[src/rtl/alu_uadd_seq.sv]
// rtl/alu_uadd_seq.sv - slice-serial unsigned adder with valid/ready handshakes
//
// alu_uadd     : combinational SIZE-bit unsigned adder, no carry-in.
// alu_uadd_seq : adds two SIZE*WORDS-bit operands one SIZE-bit slice per cycle,
//                least significant slice first, carry kept in a register.
//
// alu_uadd_seq ports:
//   i_clk, i_rst_n     clock, synchronous active-low reset
//   i_valid / o_ready  operand handshake (accepted only in IDLE)
//   i_s1, i_s2         operands, captured on acceptance
//   o_valid / i_ready  result handshake (held in DONE until i_ready)
//   o_result, o_carry  sum modulo 2^(SIZE*WORDS) and carry out of the MSB
//   o_overflow         signed overflow of the captured operands, present only
//                      when ALU_UADD_SEQ_OVF_EN is defined

module alu_uadd #(
    parameter int SIZE = 8
) (
    input  logic [SIZE-1:0] i_a,
    input  logic [SIZE-1:0] i_b,
    output logic [SIZE-1:0] o_sum,
    output logic            o_carry
);
    assign {o_carry, o_sum} = {1'b0, i_a} + {1'b0, i_b};
endmodule

module alu_uadd_seq #(
    parameter int SIZE  = 8,
    parameter int WORDS = 4
) (
    input  logic                  i_clk,
    input  logic                  i_rst_n,
    input  logic                  i_valid,
    output logic                  o_ready,
    input  logic [SIZE*WORDS-1:0] i_s1,
    input  logic [SIZE*WORDS-1:0] i_s2,
    output logic                  o_valid,
    input  logic                  i_ready,
    output logic [SIZE*WORDS-1:0] o_result,
`ifdef ALU_UADD_SEQ_OVF_EN
    output logic                  o_overflow,
`endif
    output logic                  o_carry
);
    localparam int W  = SIZE * WORDS;
    localparam int KW = (WORDS > 1) ? $clog2(WORDS) : 1;

    typedef enum logic [1:0] {
        ST_IDLE = 2'd0,
        ST_RUN  = 2'd1,
        ST_DONE = 2'd2
    } state_t;

    state_t          state_q, state_d;
    logic [KW-1:0]   k_q, k_d;
    logic            carry_q, carry_d;
    logic [W-1:0]    s1_q, s1_d;
    logic [W-1:0]    s2_q, s2_d;
    logic [W-1:0]    result_q, result_d;
`ifdef ALU_UADD_SEQ_OVF_EN
    logic            ovf_q, ovf_d;
`endif

    logic [SIZE-1:0] slice_a, slice_b;
    logic [SIZE-1:0] sum1, sum2;
    logic            c1, c2;
    logic            last;

    assign last = (k_q == KW'(WORDS - 1));

    // Slice k of each captured operand.
    always_comb begin
        slice_a = '0;
        slice_b = '0;
        for (int i = 0; i < WORDS; i++) begin
            if (k_q == KW'(i)) begin
                slice_a = s1_q[i*SIZE +: SIZE];
                slice_b = s2_q[i*SIZE +: SIZE];
            end
        end
    end

    // The slice adder has no carry-in, so the registered carry is added in a
    // second pass. Both passes can never carry together, so OR-ing them gives
    // the true carry out of this slice.
    alu_uadd #(.SIZE(SIZE)) u_pass1 (
        .i_a     (slice_a),
        .i_b     (slice_b),
        .o_sum   (sum1),
        .o_carry (c1)
    );

    alu_uadd #(.SIZE(SIZE)) u_pass2 (
        .i_a     (sum1),
        .i_b     (SIZE'(carry_q)),
        .o_sum   (sum2),
        .o_carry (c2)
    );

    // State register and datapath registers.
    always_ff @(posedge i_clk) begin
        if (!i_rst_n) begin
            state_q  <= ST_IDLE;
            k_q      <= '0;
            carry_q  <= 1'b0;
            s1_q     <= '0;
            s2_q     <= '0;
            result_q <= '0;
`ifdef ALU_UADD_SEQ_OVF_EN
            ovf_q    <= 1'b0;
`endif
        end else begin
            state_q  <= state_d;
            k_q      <= k_d;
            carry_q  <= carry_d;
            s1_q     <= s1_d;
            s2_q     <= s2_d;
            result_q <= result_d;
`ifdef ALU_UADD_SEQ_OVF_EN
            ovf_q    <= ovf_d;
`endif
        end
    end

    // Next-state logic.
    always_comb begin
        state_d = state_q;
        case (state_q)
            ST_IDLE: if (i_valid) state_d = ST_RUN;
            ST_RUN:  if (last)    state_d = ST_DONE;
            ST_DONE: if (i_ready) state_d = ST_IDLE;
            default:              state_d = ST_IDLE;
        endcase
    end

    // Datapath next values. Result and carry are only touched in RUN, so
    // they hold through DONE and IDLE until the next operation starts.
    always_comb begin
        k_d      = k_q;
        carry_d  = carry_q;
        s1_d     = s1_q;
        s2_d     = s2_q;
        result_d = result_q;
`ifdef ALU_UADD_SEQ_OVF_EN
        ovf_d    = ovf_q;
`endif
        if (state_q == ST_IDLE && i_valid) begin
            s1_d    = i_s1;
            s2_d    = i_s2;
            carry_d = 1'b0;
            k_d     = '0;
        end else if (state_q == ST_RUN) begin
            for (int i = 0; i < WORDS; i++) begin
                if (k_q == KW'(i)) begin
                    result_d[i*SIZE +: SIZE] = sum2;
                end
            end
            carry_d = c1 | c2;
            k_d     = last ? '0 : k_q + KW'(1);
`ifdef ALU_UADD_SEQ_OVF_EN
            if (last) begin
                ovf_d = (s1_q[W-1] == s2_q[W-1]) && (result_d[W-1] != s1_q[W-1]);
            end
`endif
        end
    end

    // Outputs.
    always_comb begin
        o_ready = (state_q == ST_IDLE);
        o_valid = (state_q == ST_DONE);
    end

    assign o_result = result_q;
    assign o_carry  = carry_q;
`ifdef ALU_UADD_SEQ_OVF_EN
    assign o_overflow = ovf_q;
`endif

endmodule

[config.mk]
export PLATFORM = sky130hd
export DESIGN_NAME = alu_uadd_seq
export DESIGN_NICKNAME = d
export VERILOG_FILES = /design/src/rtl/alu_uadd_seq.sv
export SDC_FILE = /design/constraint.sdc
export NUM_CORES = 1
export LEC_CHECK = 0
export CAP_MARGIN = 5
export CORE_AREA = 2 2 146 148
export DETAILED_ROUTE_END_ITERATION = 7
export DIE_AREA = 0 0 148 150
export DONT_BUFFER_PORTS = 1
export PLACE_DENSITY_LB_ADDON = 0.05
export SYNTH_ARGS = -nofsm -noshare
export SYNTH_HDL_FRONTEND = slang
export SYNTH_HIERARCHICAL = 1
export SYNTH_SLANG_ARGS = --single-unit
[constraint.sdc]
create_clock -name i_clk -period 3.35 [get_ports i_clk]
set_input_delay 0.67 -clock i_clk [delete_from_list [all_inputs] [get_ports i_clk]]
set_output_delay 0.67 -clock i_clk [all_outputs]
set_load 0.01 [all_outputs]
==> results of run 1 <==
critical path, cell delays in order (launching register included):
cell	delay (ps)
dfxtp_4	380
ha_4	180
buf_12	140
nor2_4	190
buf_4	140
a31oi_2	80
ha_1	350
inv_2	50
a311o_1	350
a311o_1	310
ha_4	240
inv_2	50
nor3_1	40
a311o_1	270
a311o_1	290
nand2_2	90
o21ai_0	80
power by group:
part           total [W]  switching [W]  internal (W)
Sequential       0.00133      0.0000607       0.00127
Combinational   0.000633       0.000337      0.000296
Clock            0.00115       0.000493      0.000661
Total            0.00312       0.000890       0.00223
per-stage QoR:
stage,hold slack (ps),setup TNS [ps],std cells,power [W],setup slack [ps]
final,446,-101,919,0.00312,-31.2
after global routing,440,-2900,919,0.00329,-192
after CTS,428,-415,917,0.00316,-91.9
after detailed placement,454,-5850,891,0.00191,-414
after global placement,449,-4750,891,0.00190,-337
after floorplan,431,0,612,0.00173,7.28
worst paths after layout:
| path | start | endpoint | slack, ps | cells past startpoint |
|---|---|---|---|---|
| worst max-delay path | k_q[0] | o_result[29] | -30 | 16 |
| worst min register to register | s1_q[18] | s1_q[18] | 460 | 2 |
| worst min-delay path | i_s2[28] | s2_q[28] | 450 | 2 |
| worst max register to register | k_q[0] | o_result[29] | -30 | 16 |
logic make-up after synthesis:
kind of cell | count (synthesis) | share of synthesized area
AO/OA/AOI/OAI | 141 | 0.160
XOR/XNOR | 8 | 0.0144
adder cells (fa/ha/maj) | 22 | 0.0595
buffers and inverters | 55 | 0.0541
flip-flops | 101 | 0.414
multiplexers | 19 | 0.0390
other | 1 | 0.000768
AND/OR/NAND/NOR | 258 | 0.258
registers in the layout, summed over array words and instances, names as in the netlist:
register and count:
o_result 32, o_carry 1, s1_q 32, k_q 2
state_q 2, s2_q 32
timing repair:
action	CTS	global route
setup endpoints to repair	21	21
gates cloned	0	0
hold endpoints to repair	0	0
pin swaps	20	18
setup buffers	10	2
resized for setup	64	13
routing by layer:
metal | vias to the layer above | global-route usage
met1 | 1963 | 0.191
met3 | 10 | 0.0274
met4 | 0 | 0.0414
met5 | - | 0
li1 | 2182 | -
met2 | 65 | 0.222
Yosys cell counts, types with 2 or more instances:
| library cell | count |
|---|---|
| o21bai_1 | 2 |
| fa_1 | 2 |
| a2111oi_0 | 2 |
| nand3_1 | 100 |
| buf_2 | 16 |
| nand2b_1 | 19 |
| nor2b_1 | 6 |
| inv_2 | 2 |
| nor3_1 | 6 |
| nor2_1 | 8 |
| o21ai_0 | 98 |
| a21oi_1 | 11 |
| a221oi_1 | 2 |
| clkbuf_1 | 21 |
| clkbuf_2 | 3 |
| inv_1 | 6 |
| dfxtp_1 | 101 |
| buf_1 | 2 |
| a31oi_1 | 16 |
| a21o_1 | 4 |
| mux2i_1 | 19 |
| buf_6 | 4 |
| ha_1 | 20 |
| a311o_1 | 4 |
| xor2_1 | 4 |
| nor4_1 | 2 |
| nand2_1 | 95 |
| nand3b_1 | 20 |
| xnor2_1 | 4 |
area by class of cell:
type / instances / area [µm²] / share of cell area
multi-input combinational: 456 / 2930 / 0.472
sequential: 101 / 2030 / 0.326
timing repair buffer: 63 / 553 / 0.0890
tap: 275 / 344 / 0.0554
clock buffer: 9 / 225 / 0.0362
clock inverter: 7 / 97.6 / 0.0157
inverter: 8 / 32.5 / 0.00523
==> metrics.json, run 1 <==
{
  "drt-wirelength-per-cell_um": 16.2,
  "placedInstanceArea_um2": 5460,
  "topmost_layer_with_routed_signal_wires": "met4",
  "dieHeight_um": 150,
  "ant_nets": 0,
  "cts_buffers": 9,
  "fraction_of_the_cycle_the_final_worst_path_needs": 1.01,
  "place_hpwl_um": 10600,
  "die-width_um": 148,
  "run_status": "finished, violations left",
  "route.met2.wl_um": 6940,
  "clock_tree_from_tritoncts": "built",
  "worst_ir_drop_vdd_mv": 0.238,
  "synth_cells": 605,
  "area_growth_pct": 27.3,
  "vias": 4220,
  "global_route.overflow_total": 0,
  "critical_path_peak_fanout": 7,
  "synth_top_area_share": 0.414,
  "sum_of_met3_wire_segment_lengths_after_detailed_routing_um": 575,
  "firstDrtPassIters": 4,
  "worstMarginPinSlew_ps": 655,
  "final.fill_count": 2248,
  "max_slew_margin": 0.562,
  "cts.sinks": 101,
  "crit_type": "reg -> reg",
  "core_area_um2": 20700,
  "synth.ff_latch_count": 101,
  "worst_slack_ps": -31.2,
  "synth-async-reset-ratio": 0,
  "timing.hold.worst.class": "in -> reg",
  "rsz0062_at_grt": "true",
  "viasPerCell": 4.59,
  "final_common_cell": "dfxtp_1",
  "synthDistinctLibCells": 35,
  "cts_hold_buffers": 0,
  "final_period_minus_worst_setup_slack_ps": 3380,
  "synth.yosys.seq_area_share": 0.414,
  "syn-mean-instance-area_um2": 8.07,
  "critPathLaunchType": "flip-flop",
  "syn_area_um2": 4880,
  "first_pass_grt_wire_length_um": 23900,
  "dieArea_um2": 22200,
  "grt_max_degree": 172,
  "critical_path_required_ps": 3570,
  "final_hold_fails": 0,
  "first_global_vias": 4319,
  "worstSetupEndpointType": "flip-flop",
  "nets": 729,
  "drc_errors": 0,
  "grt_util_all_layers": 0.140,
  "mostFrequentLayoutCells": "dfxtp_1 (99), nand3_1 (98), nand2_1 (91)",
  "critPathArrivalTime_ps": 3600,
  "yosys-top-cells-area": "dfxtp_1 (41%), nand3_1 (10%), o21ai_0 (10%)",
  "ctsRootBufferMaster": "clkbuf_16",
  "post-route-util": 0.300,
  "yosysWarnings": 6,
  "fin_area_um2": 6220,
  "dominantRegCellSynth": "dfxtp_1",
  "final_max_slew_viol_count": 0,
  "cap_violations": 0,
  "routedLengthMet1_um": 7240,
  "netlist.top_cell.by_area": "dfxtp_1",
  "initial_core_util": 0.236,
  "p_leak_nw": 2.23,
  "antenna_cells": 0,
  "clock-skew-final_ps": 7.16,
  "num_rows": 53,
  "share_of_layout_cells_above_drive_strength_1": 0.205,
  "clock.fmax_ghz": 0.296,
  "htree_levels": 3,
  "violations_in_the_final_reports": "negative setup slack",
  "pin_count": 103,
  "clk-insertion-delay-late_ps": 350,
  "synth-edff-count": 0,
  "ctsLongestPathBuffers": 2,
  "power.density_nw_per_um2": 502,
  "buffer_ports.inserted": 0,
  "gpl.final_weighted_congestion": 0.764,
  "clk_pin_slew_ps": 70,
  "number_of_antenna_violations_at_the_first_check_in_global_routing": 0,
  "report.final.setup_viol": 5,
  "drt_wl_total_um": 14900,
  "drt_iter0_drc": 256
}
No activity file was read; power rests on OpenSTA's default activity.
==> inputs of run 2 (changes only) <==
Settings changed: ABC_CLOCK_PERIOD_IN_PS set to 3350, CORE_AREA 2 2 146 148 to 2 2 143 145, DIE_AREA 0 0 148 150 to 0 0 145 147, SYNTH_HIERARCHICAL 1 to not set.
==> metrics.json, run 2 <==
{
  "nets": 697,
  "gpl.final_weighted_congestion": 0.781,
  "critPathLaunchType": "flip-flop",
  "final_hold_fails": 0,
  "cts_hold_buffers": 0,
  "htree_levels": 3,
  "num_rows": 52,
  "synth.yosys.seq_area_share": 0.434,
  "syn-num-nets": 701,
  "p_total_w": 0.00274,
  "timing.hold.worst.class": "in -> reg",
  "critPathArrivalTime_ps": 3510,
  "area_growth_pct": 18.8,
  "drt-wirelength-per-cell_um": 16.2,
  "grt_util_all_layers": 0.137,
  "global_route.overflow_total": 0,
  "worstMarginPinSlew_ps": 972,
  "final_max_slew_viol_count": 0,
  "placedInstanceArea_um2": 5060,
  "dieArea_um2": 21300,
  "buffer_ports.inserted": 0,
  "synth-edff-count": 0,
  "clock_tree_from_tritoncts": "built",
  "clk_pin_slew_ps": 70,
  "vias": 3989,
  "numPlacedInstances": 870,
  "yosysWarnings": 0,
  "drt_wl_total_um": 14400,
  "clk-insertion-delay-late_ps": 360,
  "grt_max_degree": 53,
  "max_slew_margin": 0.352,
  "antenna_cells": 0,
  "clock.fmax_ghz": 0.310,
  "viasPerCell": 4.49,
  "fraction_of_the_cycle_the_final_worst_path_needs": 0.962,
  "layout_cells_excl_fill": 889,
  "first_global_vias": 3993,
  "report.final.setup_viol": 0,
  "crit_type": "reg -> reg",
  "ctsLongestPathBuffers": 2,
  "cts.sinks": 101,
  "die-width_um": 145,
  "final_common_cell": "nand2_1",
  "critical_path_required_ps": 3630,
  "final_period_minus_worst_setup_slack_ps": 3220,
  "first_pass_grt_wire_length_um": 22700,
  "number_of_antenna_violations_at_the_first_check_in_global_routing": 0,
  "dominantRegCellSynth": "dfxtp_1",
  "mostFrequentLayoutCells": "nand2_1 (162), a21oi_1 (103), dfxtp_1 (99)",
  "share_of_layout_cells_above_drive_strength_1": 0.144,
  "topmost_layer_with_routed_signal_wires": "met4",
  "drc_errors": 0,
  "sum_of_met3_wire_segment_lengths_after_detailed_routing_um": 754,
  "critical_path_peak_fanout": 9,
  "cts_buffers": 9,
  "route.met2.wl_um": 6660,
  "synthDistinctLibCells": 41,
  "leading_post_synthesis_cells_by_instance_count": "nand2_1 (162), a21oi_1 (109), dfxtp_1 (101), nor2_1 (67), clkbuf_1 (43)",
  "ant_nets": 0,
  "routedLengthMet1_um": 6730,
  "place_hpwl_um": 10700,
  "synth.ff_latch_count": 101,
  "yosys.cell_count.top_type": "nand2_1",
  "yosys-top-cells-area": "dfxtp_1 (43%), nand2_1 (13%), a21oi_1 (12%)",
  "fin_area_um2": 5530,
  "dieHeight_um": 147,
  "synth_cells": 618,
  "syn-mean-instance-area_um2": 7.54,
  "worstSetupEndpointType": "flip-flop",
  "ctsRootBufferMaster": "clkbuf_16",
  "cap_violations": 0,
  "syn_area_um2": 4660,
  "run_status": "complete, no violations",
  "synth_top_area_share": 0.434,
  "pin_count": 103,
  "core_area_um2": 19800,
  "netlist.top_cell.by_area": "dfxtp_1",
  "initial_core_util": 0.235,
  "p_leak_nw": 2.05,
  "clock-skew-final_ps": 5.83,
  "power.density_nw_per_um2": 496,
  "synth-async-reset-ratio": 0,
  "worst_ir_drop_vdd_mv": 0.230,
  "drt_iter0_drc": 198,
  "firstDrtPassIters": 4
}
run 2: where the power goes:
part,internal (W),switching [W],total [W]
clock network,0.000578,0.000475,0.00105
logic,0.000151,0.000233,0.000384
registers,0.00126,0.0000475,0.00131
total,0.00199,0.000755,0.00274
run 2: kinds of logic after synthesis:
family,count (synthesis),synth area share
AND/OR/NAND/NOR,257,0.229
AO/OA/AOI/OAI,166,0.202
flip-flops,101,0.434
buffers and inverters,57,0.0481
adder cells (fa/ha/maj),15,0.0419
multiplexers,14,0.0301
XOR/XNOR,8,0.0150
run 2: path summary, 6_finish.rpt:
check / start / endpoint / slack, ps / cells past startpoint
max: k_q[0] / o_result[23] / 130 / 14
min: i_s1[20] / s1_q[20] / 440 / 2
max reg2reg: k_q[0] / o_result[23] / 130 / 14
min reg2reg: s1_q[29] / s1_q[29] / 460 / 2
run 2: layout make-up:
| type | count | area, µm² |
|---|---|---|
| Inverter | 8 | 30.0 |
| Fill cell | 2180 | 14300 |
| Multi-Input combinational cell | 460 | 2560 |
| Clock inverter | 6 | 63.8 |
| Tap cell | 270 | 338 |
| Clock buffer | 10 | 229 |
| Sequential cell | 101 | 2030 |
| Timing Repair Buffer | 34 | 282 |
run 2: critical path, stage by stage, from the launching register on:
cell	delay (ps)
dfxtp_4	360
inv_1	80
buf_4	150
ha_4	200
buf_6	140
a21oi_4	140
o21ai_1	80
ha_2	210
fa_2	380
a21o_4	230
a221oi_4	290
xnor2_2	150
a31oi_2	120
or3b_4	420
a31oi_2	190
run 2: what timing repair did:
item	in CTS	in global routing
gates resized for setup	4	40
endpoints found under the setup margin	13	25
pin swaps	0	15
setup buffers	0	3
run 2: metrics by stage:
stage	setup slack, ps	TNS (ps)	hold slack (ps)	util
6_report	126	0	440	0.279
5_1_grt	-18.2	-63.2	434	0.279
4_1_cts	19.4	0	427	0.270
3_5_place_dp	-101	-736	453	0.255
3_3_place_gp	-21.5	-75.6	450	0.255
2_1_floorplan	1.68	0	437	-
run 2: layer usage:
layer	up-vias	track usage
li1	2043	-
met5	-	0
met2	86	0.221
met1	1843	0.176
met3	17	0.0416
met4	0	0.0460
